`src/rtl/round_ctl_if.sv`:
```
// Signal bundle between the round controller, its input sources and the time bar / HUD.
// The controller binds to the slave modport; the driving side uses master.
interface round_ctl_if #(
    parameter int unsigned SCORE_WIDTH = 14
);
    logic                   game_en;
    logic                   btn_start;
    logic                   land;
    logic                   fall;
    logic                   elapsed;
    logic                   module_en;
    logic                   start;
    logic                   bonus;
    logic                   one_ms_tick;
    logic                   game_over;
    logic [SCORE_WIDTH-1:0] score;

    modport master (
        output game_en, btn_start, land, fall, elapsed,
        input  module_en, start, bonus, one_ms_tick, game_over, score
    );

    modport slave (
        input  game_en, btn_start, land, fall, elapsed,
        output module_en, start, bonus, one_ms_tick, game_over, score
    );
endinterface

```
`src/rtl/round_ctl.sv`:
```
// Game-round controller: millisecond prescaler, ready/run/over sequencing,
// landing score with saturation, and bonus requests rate-limited by a ms cooldown.
module round_ctl #(
    parameter int unsigned TICKS_PER_MS      = 65000,
    parameter int unsigned BONUS_COOLDOWN_MS = 500,
    parameter int unsigned SCORE_WIDTH       = 14
) (
    input logic        clk,
    input logic        rst,
    round_ctl_if.slave bus
);
    localparam int unsigned PW = (TICKS_PER_MS > 1) ? $clog2(TICKS_PER_MS) : 1;
    localparam int unsigned CW = (BONUS_COOLDOWN_MS > 0) ? $clog2(BONUS_COOLDOWN_MS + 1) : 1;
    localparam logic [PW-1:0]          PRESC_MAX = PW'(TICKS_PER_MS - 1);
    localparam logic [CW-1:0]          COOL_LOAD = CW'(BONUS_COOLDOWN_MS);
    localparam logic [SCORE_WIDTH-1:0] SCORE_MAX = '1;

    typedef enum logic [1:0] {S_IDLE, S_READY, S_RUN, S_OVER} state_t;

    state_t                 state;
    state_t                 state_next;
    logic [PW-1:0]          presc;
    logic                   tick_q;
    logic                   btn_start_q;
    logic                   btn_press;
    logic [CW-1:0]          cooldown;
    logic [CW-1:0]          cooldown_next;
    logic [SCORE_WIDTH-1:0] score_q;
    logic [SCORE_WIDTH-1:0] score_next;
    logic                   start_d;
    logic                   bonus_d;
    logic                   module_en_q;
    logic                   start_q;
    logic                   bonus_q;
    logic                   game_over_q;

    assign btn_press = bus.btn_start & ~btn_start_q;

    // Free-running prescaler, independent of the round state
    always_ff @(posedge clk) begin
        if (rst) begin
            presc       <= '0;
            tick_q      <= 1'b0;
            btn_start_q <= 1'b0;
        end else begin
            tick_q      <= (presc == PRESC_MAX);
            presc       <= (presc == PRESC_MAX) ? '0 : presc + 1'b1;
            btn_start_q <= bus.btn_start;
        end
    end

    always_ff @(posedge clk) begin
        if (rst) begin
            state       <= S_IDLE;
            score_q     <= '0;
            cooldown    <= '0;
            module_en_q <= 1'b0;
            start_q     <= 1'b0;
            bonus_q     <= 1'b0;
            game_over_q <= 1'b0;
        end else begin
            state       <= state_next;
            score_q     <= score_next;
            cooldown    <= cooldown_next;
            module_en_q <= (state_next != S_IDLE);
            start_q     <= start_d;
            bonus_q     <= bonus_d;
            game_over_q <= (state_next == S_OVER);
        end
    end

    // Losing game_en overrides every other transition
    always_comb begin
        state_next = state;
        if (!bus.game_en) begin
            state_next = S_IDLE;
        end else begin
            case (state)
                S_IDLE:  state_next = S_READY;
                S_READY: if (btn_press) state_next = S_RUN;
                S_RUN:   if (bus.fall || bus.elapsed) state_next = S_OVER;
                S_OVER:  if (btn_press) state_next = S_IDLE;
                default: state_next = S_IDLE;
            endcase
        end
    end

    always_comb begin
        start_d       = 1'b0;
        bonus_d       = 1'b0;
        score_next    = score_q;
        cooldown_next = cooldown;
        if (bus.game_en) begin
            case (state)
                S_READY: begin
                    if (btn_press) begin
                        start_d       = 1'b1;
                        score_next    = '0;
                        cooldown_next = '0;
                    end
                end
                S_RUN: begin
                    if (!(bus.fall || bus.elapsed)) begin
                        if (bus.land) begin
                            if (score_q != SCORE_MAX) score_next = score_q + 1'b1;
                            if (cooldown == '0) begin
                                bonus_d       = 1'b1;
                                cooldown_next = COOL_LOAD;
                            end
                        end
                        // A fresh load wins over a coincident tick
                        if (!bonus_d && tick_q && cooldown != '0)
                            cooldown_next = cooldown - 1'b1;
                    end
                end
                default: ;
            endcase
        end
    end

    assign bus.module_en   = module_en_q;
    assign bus.start       = start_q;
    assign bus.bonus       = bonus_q;
    assign bus.one_ms_tick = tick_q;
    assign bus.game_over   = game_over_q;
    assign bus.score       = score_q;
endmodule

```
`src/flat_wrapper.sv`:
```
// flat-port wrapper written by rule: the top's interface ports become plain ports
module round_ctl_flat 
#(
    parameter int unsigned TICKS_PER_MS      = 65000,
    parameter int unsigned BONUS_COOLDOWN_MS = 500,
    parameter int unsigned SCORE_WIDTH       = 14
)
  (clk, rst, bus_game_en, bus_btn_start, bus_land, bus_fall, bus_elapsed, bus_module_en, bus_start, bus_bonus, bus_one_ms_tick, bus_game_over, bus_score);
  round_ctl_if #(.SCORE_WIDTH(SCORE_WIDTH)) bus_i ();
  input logic clk;
  input logic rst;
  input wire logic [$bits(bus_i.game_en)-1:0] bus_game_en;
  input wire logic [$bits(bus_i.btn_start)-1:0] bus_btn_start;
  input wire logic [$bits(bus_i.land)-1:0] bus_land;
  input wire logic [$bits(bus_i.fall)-1:0] bus_fall;
  input wire logic [$bits(bus_i.elapsed)-1:0] bus_elapsed;
  output wire logic [$bits(bus_i.module_en)-1:0] bus_module_en;
  output wire logic [$bits(bus_i.start)-1:0] bus_start;
  output wire logic [$bits(bus_i.bonus)-1:0] bus_bonus;
  output wire logic [$bits(bus_i.one_ms_tick)-1:0] bus_one_ms_tick;
  output wire logic [$bits(bus_i.game_over)-1:0] bus_game_over;
  output wire logic [$bits(bus_i.score)-1:0] bus_score;
  assign bus_i.game_en = bus_game_en;
  assign bus_i.btn_start = bus_btn_start;
  assign bus_i.land = bus_land;
  assign bus_i.fall = bus_fall;
  assign bus_i.elapsed = bus_elapsed;
  assign bus_module_en = bus_i.module_en;
  assign bus_start = bus_i.start;
  assign bus_bonus = bus_i.bonus;
  assign bus_one_ms_tick = bus_i.one_ms_tick;
  assign bus_game_over = bus_i.game_over;
  assign bus_score = bus_i.score;
  round_ctl #(.TICKS_PER_MS(TICKS_PER_MS), .BONUS_COOLDOWN_MS(BONUS_COOLDOWN_MS), .SCORE_WIDTH(SCORE_WIDTH)) u_core (.clk(clk), .rst(rst), .bus(bus_i));
endmodule
```
`config.mk`:
```
export PLATFORM = sky130hd
export DESIGN_NAME = round_ctl_flat
export DESIGN_NICKNAME = d
export VERILOG_FILES = /design/src/rtl/round_ctl_if.sv /design/src/rtl/round_ctl.sv /design/src/flat_wrapper.sv
export SDC_FILE = /design/constraint.sdc
export NUM_CORES = 1
export LEC_CHECK = 0
export BUFFER_PORTS_ARGS = -buffer_cell sky130_fd_sc_hd__buf_2
export CORE_MARGIN = 5
export CORE_UTILIZATION = 45
export CTS_CLUSTER_DIAMETER = 150
export CTS_CLUSTER_SIZE = 8
export DETAILED_ROUTE_END_ITERATION = 16
export GPL_TIMING_DRIVEN = 0
export PLACE_DENSITY = 0.7
export REMOVE_ABC_BUFFERS = 1
export SLEW_MARGIN = 25
export SYNTH_ARGS = -nofsm -noshare
export SYNTH_HDL_FRONTEND = slang
export SYNTH_SLANG_ARGS = --single-unit
```
`constraint.sdc`:
```
create_clock -name clk -period 2.75 [get_ports clk]
set_input_delay 0.55 -clock clk [delete_from_list [all_inputs] [get_ports clk]]
set_output_delay 0.55 -clock clk [all_outputs]
set_load 0.005 [all_outputs]
```
==> impl_results.md, run 1 <==
- Status: complete, no violations
- Total core area: approximately 5000 um^2
- Hold Worst Slack: 0.455 ns
- Hold Crit Class: reg2reg
- Gpl congestion: between 0.8 and 0.9
- Gr usage total: between 15 and 20%
- Max Fanout on Critical Path: 9
- Post-CTS sizing: 0
- Sequential-to-total area share from yosys stat: between 40% and 50%
- Final period util: about nine tenths
- Slew margin rel.: 57.9%
- Final Hold Viols: 0
- Final setup vio count: 0
- Met1 Resource Use GR: 18.1%
- WS Path Type: reg2reg
- Crit start category: flop
- Yosys reg bits: 47
- Number of vias per cell: between 5 and 6
- DR WL/cell: around 12 um
- Port bufs: 25
- Clock Skew: ~0.0055 ns
- Leakage: 0.000949 uW
- Post-DP HPWL: ~3400 um
- Via Count: 1936
- Post-route antenna net violation count: 0
- Synth Warn #: 0
- Post-Synthesis Cells: around 270
- Post-CTS Setup Bufs: 0
- Clock Latency Late Sink: 0.30 ns
- Commonest non-fill, non-tap cell in the layout: dfxtp_1
- Setup TNS: 0 ns
- CP endpoint kind: flop
- Vias in the first global route: between 1500 and 2000
- Slew @ Worst Pin: ~0.63 ns
- Hold buffer count at cts: 0
- Yosys cell types: 53
- Slowest stage cell, crit path: a2111oi_4
- Largest net degree at the start of global routing: 16
- Busiest layer in global routing: met2
- RSZ-0062 raised after global routing: no
- Synthesized cell area: 2300 um^2
- Layout cells sized above 1: about 14%
- Met2 usage: roughly 27%
- DIE AREA: 6630 um^2
- Clock-pin transition on the worst setup and hold timing paths: 0.08 ns
- DRC violations left: 0
- Final WL: around 4500 um
- CTS Buf Count: 5
- Inserted Diodes: 0
- # IOs: 26
- Clk buf depth: 2
- DIE WIDTH: around 80 um
- CTS root buffer: clkbuf_8
- Mean Syn Cell Area: between 8 and 9 um^2
- Worst path max stage delay: about 0.62 ns
- # rows: 26
- Die height: just over 80 um
- Area growth syn-to-layout: 12.2%
- Global route overflow: 0
- Minimum clock period: 2.50 ns
- Slew Limit Fails: 0
- Data arrival time of the critical path: about 2.7 ns
- EDFF count, synth: 0
- Critical Path, Cell by Cell: inv_1, ha_1, o21a_4, a2111oi_4, o211ai_4, or4_1, a21oi_1
- Main synth FF type: dfxtp_1
- Initial antenna violation count: 0
- Crit-path leading delay family: compound AO/OA/AOI/OAI gates
- TritonCTS clock tree: built
- FFs w/ async S/R, synth: 0%
- Pwr/cell area: ~470 nW/um^2
- First-pass GRT wire length: 8050 um
- Max Fclk: around 400 MHz
- First-pass DRT Iterations: 4
- Detailed Route Iter0 Violations: 71
- WP data required: 2.98 ns
- Max cap viols: 0
- CP Buf/Inv Count: 1
- Final nets: 309
- # H-tree levels: 2
- Clk sinks: 47
- Commonest cells after routing, fill and taps aside: dfxtp_1, nor2_1, buf_2, nand2_1, a21oi_1
- Grt met3 use: under 10%
- Max VDD drop: just under 0.3 mV
- Starting Density: between 40% and 50%
synth_stat cells, types with 2 or more instances:
library cell / number / area share (%)
nor2b_1: 5 / 1.4
and2_1: 2 / 0.54
nor3_1: 7 / 1.5
and3_1: 6 / 1.6
o211ai_1: 2 / 0.65
nor4_1: 2 / 0.54
nand3_1: 10 / 2.2
a21oi_1: 18 / 3.9
or4_1: 2 / 0.65
nor4b_1: 2 / 0.76
nand2_1: 19 / 3.1
ha_1: 7 / 3.8
nor2_1: 34 / 5.6
or3_1: 10 / 2.7
o21ai_0: 15 / 3.3
nand2b_1: 2 / 0.54
nand4_1: 10 / 2.7
dfxtp_1: 47 / 41
a31oi_1: 2 / 0.54
and4_1: 2 / 0.76
xnor2_1: 6 / 2.3
o2111ai_1: 3 / 1.1
clkbuf_1: 4 / 0.65
inv_1: 13 / 2.1
xor2_1: 11 / 4.2
flip-flops by register name (all words and copies together) (netlist names):
signal and flops:
u_core.btn_start_q 1, u_core.bus.bonus 1, u_core.bus.game_over 1, u_core.bus.module_en 1
u_core.bus.one_ms_tick 1, u_core.bus.score 14, u_core.bus.start 1, u_core.cooldown 9
u_core.presc 16, u_core.state 2
metal layers:
| metal | share of wire [%] | vias to the layer above |
|---|---|---|
| met5 | 0 | - |
| met4 | 1.1 | 0 |
| met3 | 5.3 | 4 |
| met2 | 46 | 39 |
| met1 | 48 | 880 |
| li1 | - | 1013 |
kinds of logic (layout without fill, tap and decap cells):
group | Yosys count | in the layout | synth area share, %
compound gates | 58 | 58 | 17.6
xor+xnor | 17 | 17 | 6.48
fa+ha+maj | 7 | 7 | 3.81
buf+inv | 19 | 46 | 3.49
flops | 47 | 47 | 41.0
mux | 1 | 1 | 0.436
simple gates | 120 | 120 | 27.2
power breakdown:
part	internal (uW)	leakage (uW)	switching, uW
Combinational	28.7	0.000521	48.6
Clock	206	0.0000484	228
Sequential	690	0.000380	9.46
layout make-up:
class	instances	area [um^2]
Clock inverter	1	8.76
Fill cell	528	2460
Inverter	13	48.8
Timing Repair Buffer	25	125
Clock buffer	7	86.3
Sequential cell	47	941
Multi-Input combinational cell	203	1280
Tap cell	70	87.6
worst reg2reg max path, stage by stage (launching register included):
cell       delay (ns)
dfxtp_1          0.41
inv_1            0.08
ha_1             0.33
o21a_4           0.19
a2111oi_4        0.62
o211ai_4         0.21
or4_1            0.44
a21oi_1          0.14
metrics by stage:
step                      total power, uW  area [um^2]  utilization, %  instances  setup WS (ns)
after floorplan                       768         2270               -        263          0.582
after global placement                792         2480            49.2        358          0.295
after detailed placement              793         2480            49.2        358          0.247
after CTS                            1230         2570            51.0        366          0.226
after global routing                 1270         2580            51.1        366         0.0728
final                                1210         2580            51.1        366          0.250
worst paths after layout:
| kind | slack (ns) | end | depth (start not counted) | from |
|---|---|---|---|---|
| setup / recovery | 0.25 | u_core.bus.score[10]$_SDFFE_PP0P_ | 7 | u_core.state[0]$_SDFF_PP0_ |
| hold / removal | 0.45 | u_core.presc[0]$_SDFF_PP0_ | 1 | u_core.presc[0]$_SDFF_PP0_ |
| setup reg to reg | 0.25 | u_core.bus.score[10]$_SDFFE_PP0P_ | 7 | u_core.state[0]$_SDFF_PP0_ |
| hold reg to reg | 0.45 | u_core.presc[0]$_SDFF_PP0_ | 1 | u_core.presc[0]$_SDFF_PP0_ |
Note: power is estimated with default switching activity, not from simulation.
==> inputs of run 2 (changes only) <==
Settings changed: REMOVE_ABC_BUFFERS 1 to not set.
==> run 2 against run 1 <==
Compared with the run above: routed wire length is 3.4% higher; worst setup slack improved by 0.025 ns; design area increased by 1.4%; critical path type unchanged; utilization increased by 0.69 points.
==> impl_results.md, run 2 (synthesized netlist as in run 1, its figures left out) <==
- Worst hold endpoint: u_core.presc[0]$_SDFF_PP0_
- Post-CTS Setup Bufs: 0
- Worst slack at placement: approximately 0.28 ns
- Setup TNS: 0 ns
- Commonest non-fill, non-tap cell in the layout: dfxtp_1
- First-pass GRT wire length: between 8000 and 9000 um
- First-pass DRT Iterations: 4
- Clk buf depth: 2
- Gr usage total: between 15 and 20%
- Hold buffer count at cts: 0
- Total core area: ~5000 um^2
- Clock-pin transition on the worst setup and hold timing paths: 0.08 ns
- Number of vias per cell: between 5 and 6
- CTS Buf Count: 5
- Slowest stage cell, crit path: a2111oi_4
- Clock power share: between 30% and 40%
- # H-tree levels: 2
- Final Hold Viols: 0
- CP Buf/Inv Count: 2
- Layout filler cell count: between 400 and 500
- DIE WIDTH: slightly above 80 um
- Final period util: approximately nine tenths
- DIE AREA: 6630 um^2
- Hold Worst Slack: roughly 0.45 ns
- Max Fanout on Critical Path: 9
- Slew Limit Fails: 0
- Detailed Route Iter0 Violations: 90
- Final core utilization: between 50 and 60%
- Internal: just under 1000 uW
- R2r startpoint: u_core.state[0]$_SDFF_PP0_
- Worst flop-to-flop path endpoint: u_core.bus.score[10]$_SDFFE_PP0P_
- Most flop-heavy register: u_core.presc
- Hold Crit Class: reg2reg
- Post-Place Cell Area: 2510 um^2
- Largest net degree at the start of global routing: 14
- Crit-path leading delay family: compound AO/OA/AOI/OAI gates
- WP data required: between 2 and 3 ns
- Minimum clock period: between 2 and 2.5 ns
- # rows: 26
- Max cap viols: 0
- WS Path Type: reg2reg
- Clock Skew: around 0.0066 ns
- Die height: between 80 and 90 um
- Setup slack after layout: about 0.27 ns
- Final WL: around 4700 um
- Clk sinks: 47
- Port bufs: 25
- Starting Density: roughly 46%
- Vias in the first global route: approximately 1900
- Worst hold stages: 1
- Final setup vio count: 0
- Final nets: about 320
- Status: complete, no violations
- Commonest cells after routing, fill and taps aside: dfxtp_1, nor2_1, buf_2, nand2_1, a21oi_1
- Max reg flops: 16
- RSZ-0062 raised after global routing: no
- Global route overflow: 0
- DR WL/cell: between 10 and 15 um
- Area growth syn-to-layout: 13.7%
- Max VDD drop: 0.295 mV
- CTS root buffer: clkbuf_8
- Reg2Reg Setup Slack: between 0.2 and 0.3 ns
- CP endpoint kind: flop
- Inserted Diodes: 0
- Combinational power share: 6.4%
- Leakage: slightly below 0.001 uW
- Switching power: about 280 uW
- Reg2Reg Depth: 8
- Worst path max stage delay: about 0.56 ns
- Switching part of the total: 22.3%
- Pwr/cell area: around 490 nW/um^2
- Slew margin rel.: between 50% and 60%
- Post-route antenna net violation count: 0
- Data arrival time of the critical path: 2.71 ns
- Net count after synthesis: around 280
- Max Fclk: ~400 MHz
- Initial antenna violation count: 0
- Crit start category: flop
- Gpl congestion: roughly 0.87
- Post-DP HPWL: around 3400 um
- Layout cells sized above 1: 14.0%
- Slew @ Worst Pin: between 0.6 and 0.7 ns
- Clock Latency Late Sink: about 0.30 ns
- DRC violations left: 0
- Reg power frac: 55.0%
- TritonCTS clock tree: built
- Critical Path, Cell by Cell: inv_1, ha_1, buf_6, nor2b_1, a2111oi_4, o211ai_4, or4_1, a21oi_1
- Post-CTS sizing: 0
- Via Count: about 2000
- Min-delay src: u_core.presc[0]$_SDFF_PP0_
- Design Area, Final: about 2600 um^2
- # IOs: 26
[run 2: metal layers]
metal  share of wire [%]  track usage [%]
met1                  48             19.3
met4                 1.7             6.59
met5                   0                0
met3                 4.7             3.51
met2                  46             25.2
[run 2: worst register-to-register path, stage by stage (launching register included)]
cell and delay (ns):
dfxtp_1 0.42, inv_1 0.09, ha_1 0.21, buf_6 0.14
nor2b_1 0.17, a2111oi_4 0.56, o211ai_4 0.22, or4_1 0.44
a21oi_1 0.14
[run 2: worst max path at each step]
stage	from	end	slack (ns)	cells after the start
6_report	u_core.state[0]$_SDFF_PP0_	u_core.bus.score[10]$_SDFFE_PP0P_	0.27	8
3_3_place_gp	u_core.state[0]$_SDFF_PP0_	u_core.bus.score[10]$_SDFFE_PP0P_	0.32	8
5_1_grt	u_core.state[0]$_SDFF_PP0_	u_core.bus.score[10]$_SDFFE_PP0P_	0.07	8
4_1_cts	u_core.state[0]$_SDFF_PP0_	u_core.bus.score[10]$_SDFFE_PP0P_	0.25	8
2_1_floorplan	u_core.state[0]$_SDFF_PP0_	u_core.bus.score[10]$_SDFFE_PP0P_	0.57	8
3_5_place_dp	u_core.state[0]$_SDFF_PP0_	u_core.bus.score[10]$_SDFFE_PP0P_	0.28	8
[run 2: power by group through the flow]
stage	combinational, uW	sequential [uW]	clock, uW
2_1_floorplan	58.4	713	0
3_3_place_gp	79.5	714	0
6_report	81.0	698	491
5_1_grt	91.9	700	533
4_1_cts	81.0	698	505
3_5_place_dp	80.5	715	0
[run 2: stage by stage]
| stage | instances | total power [uW] |
|---|---|---|
| final | 371 | 1270 |
| after floorplan | 269 | 771 |
| after CTS | 371 | 1280 |
| after detailed placement | 364 | 795 |
| after global placement | 364 | 794 |
| after global routing | 371 | 1330 |
[run 2: layout make-up]
class                      instances  area [um^2]  share of cell area, %
tap                               70         87.6                   3.35
sequential                        47          941                   36.0
inverter                          13         48.8                   1.87
multi-input combinational        203         1280                   48.9
clock buffer                       6         72.6                   2.78
clock inverter                     1         30.0                   1.15
buffer                             6         31.3                   1.20
timing repair buffer              25          125                   4.79
==> inputs of run 3 (changes only) <==
Settings changed: CTS_BUF_LIST set to sky130_fd_sc_hd__clkbuf_8.
==> run 3 against run 2 <==
Compared with the run above: flip-flop and latch count stayed put; largest power group unchanged; utilization unchanged; routed wire length hardly changed; combinational power about the same; cell count unchanged; clock skew is essentially flat; first-iteration DRC count is 1.1% higher; fmax about the same; register-to-register slack about the same; clock power shrank 0.8%.
==> impl_results.md, run 3 (synthesized netlist as in run 1, its figures left out) <==
- Status: complete, no violations
- # rows: 26
- Final Hold Viols: 0
- Leakage: between 0.0009 and 0.001 uW
- Die height: 81.5 um
- Net count after synthesis: ~280
- Minimum clock period: 2.47 ns
- DR WL/cell: 12.7 um
- Switching power: 284 uW
- Clock-pin transition on the worst setup and hold timing paths: about 0.08 ns
- Port bufs: 25
- Clock Latency Late Sink: 0.30 ns
- Global route overflow: 0
- Layout filler cell count: around 470
- Register area: between 900 and 1000 um^2
- RSZ-0062 raised after global routing: no
- Gpl congestion: between 0.8 and 0.9
- Clock Skew: between 0.006 and 0.007 ns
- Post-route antenna net violation count: 0
- WS Path Type: reg2reg
- Largest net degree at the start of global routing: 14
- Area growth syn-to-layout: 13.7%
- Via Count: slightly below 2000
- Clk buf depth: 2
- Total core area: 5040 um^2
- Data arrival time of the critical path: 2.71 ns
- DIE WIDTH: 81.5 um
- Final setup vio count: 0
- Most flop-heavy register: u_core.presc
- CTS root buffer: clkbuf_8
- Hold Crit Class: reg2reg
- Clock power share: between 30% and 40%
- Worst hold stages: 1
- Initial antenna violation count: 0
- DIE AREA: around 6600 um^2
- Starting Density: 45.6%
- Gr usage total: ~15%
- # H-tree levels: 2
- Slew Limit Fails: 0
- CP endpoint kind: flop
- Post-CTS sizing: 0
- Commonest cells after routing, fill and taps aside: dfxtp_1, nor2_1, buf_2, nand2_1, a21oi_1
- Pwr/cell area: about 480 nW/um^2
- Non-Filler Instances: 371
- WP data required: 2.98 ns
- Area of the multi-input gates: roughly 1300 um^2
- Max Fclk: roughly 400 MHz
- TritonCTS clock tree: built
- Reg2Reg Depth: 8
- Slew @ Worst Pin: between 0.6 and 0.7 ns
- Layout cells sized above 1: between 10% and 20%
- Vias in the first global route: between 1500 and 2000
- Max VDD drop: a little under 0.3 mV
- # IOs: 26
- Hold buffer count at cts: 0
- Max reg flops: 16
- Switching part of the total: approximately 22%
- Final WL: 4700 um
- Max cap viols: 0
- Setup TNS: 0 ns
- Clk sinks: 47
- Final nets: 315
- Inserted Diodes: 0
- First-pass DRT Iterations: 4
- Slew margin rel.: between 50% and 60%
- Detailed Route Iter0 Violations: 91
- Reg power frac: 55.2%
- Post-DP HPWL: 3420 um
- Max Fanout on Critical Path: 9
- Commonest non-fill, non-tap cell in the layout: dfxtp_1
- DRC violations left: 0
- Number of vias per cell: ~5.3
- Combinational power share: between 6 and 7%
- Post-CTS Setup Bufs: 0
- Final period util: roughly 90%
- CTS Buf Count: 5
- Internal: approximately 980 uW
- First-pass GRT wire length: ~8000 um
- Post-placement cell count: 364
- Crit start category: flop
[run 3: final timing paths]
path,end,startpoint,slack (ns)
worst max-delay path,u_core.bus.score[10]$_SDFFE_PP0P_,u_core.state[0]$_SDFF_PP0_,0.28
worst min register to register,u_core.presc[0]$_SDFF_PP0_,u_core.presc[0]$_SDFF_PP0_,0.45
worst min-delay path,u_core.presc[0]$_SDFF_PP0_,u_core.presc[0]$_SDFF_PP0_,0.45
worst max register to register,u_core.bus.score[10]$_SDFFE_PP0P_,u_core.state[0]$_SDFF_PP0_,0.28
[run 3: cell type report]
| class | count | share of cell area, % |
|---|---|---|
| timing repair buffer | 25 | 4.79 |
| clock buffer | 5 | 2.63 |
| sequential | 47 | 36.0 |
| tap | 70 | 3.35 |
| inverter | 13 | 1.87 |
| multi-input combinational | 203 | 48.9 |
| clock inverter | 2 | 1.29 |
| buffer | 6 | 1.20 |
[run 3: stage by stage]
step / utilization, % / setup WS, ns / hold slack (ns) / instance area, um^2 / power (uW)
after floorplan: - / 0.567 / 0.418 / 2300 / 771
after global placement: 49.8 / 0.317 / 0.431 / 2510 / 794
after detailed placement: 49.8 / 0.281 / 0.438 / 2510 / 795
after CTS: 51.8 / 0.251 / 0.457 / 2610 / 1280
after global routing: 51.8 / 0.0689 / 0.508 / 2610 / 1320
final: 51.8 / 0.276 / 0.452 / 2610 / 1270
[run 3: power groups by stage]
stage | registers [uW] | logic [uW] | clock network [uW]
detailed placement | 715 | 80.5 | 0
floorplan | 713 | 58.4 | 0
global placement | 714 | 79.5 | 0
global route | 700 | 91.9 | 530
CTS | 698 | 81.0 | 501
finish | 698 | 80.8 | 487
[run 3: per-layer routing]
metal / vias to the layer above / track usage (%) / part of all wire [%]
met5: - / 0 / 0
met4: 0 / 6.59 / 1.7
met3: 6 / 3.51 / 4.4
met2: 36 / 25.2 / 46
met1: 901 / 19.3 / 48
li1: 1024 / - / -
[run 3: worst max-delay path, stage by stage, from the launching register on]
cell and delay, ns:
dfxtp_1 0.42, inv_1 0.09, ha_1 0.21, buf_6 0.14, nor2b_1 0.17, a2111oi_4 0.56, o211ai_4 0.22, or4_1 0.44
a21oi_1 0.14
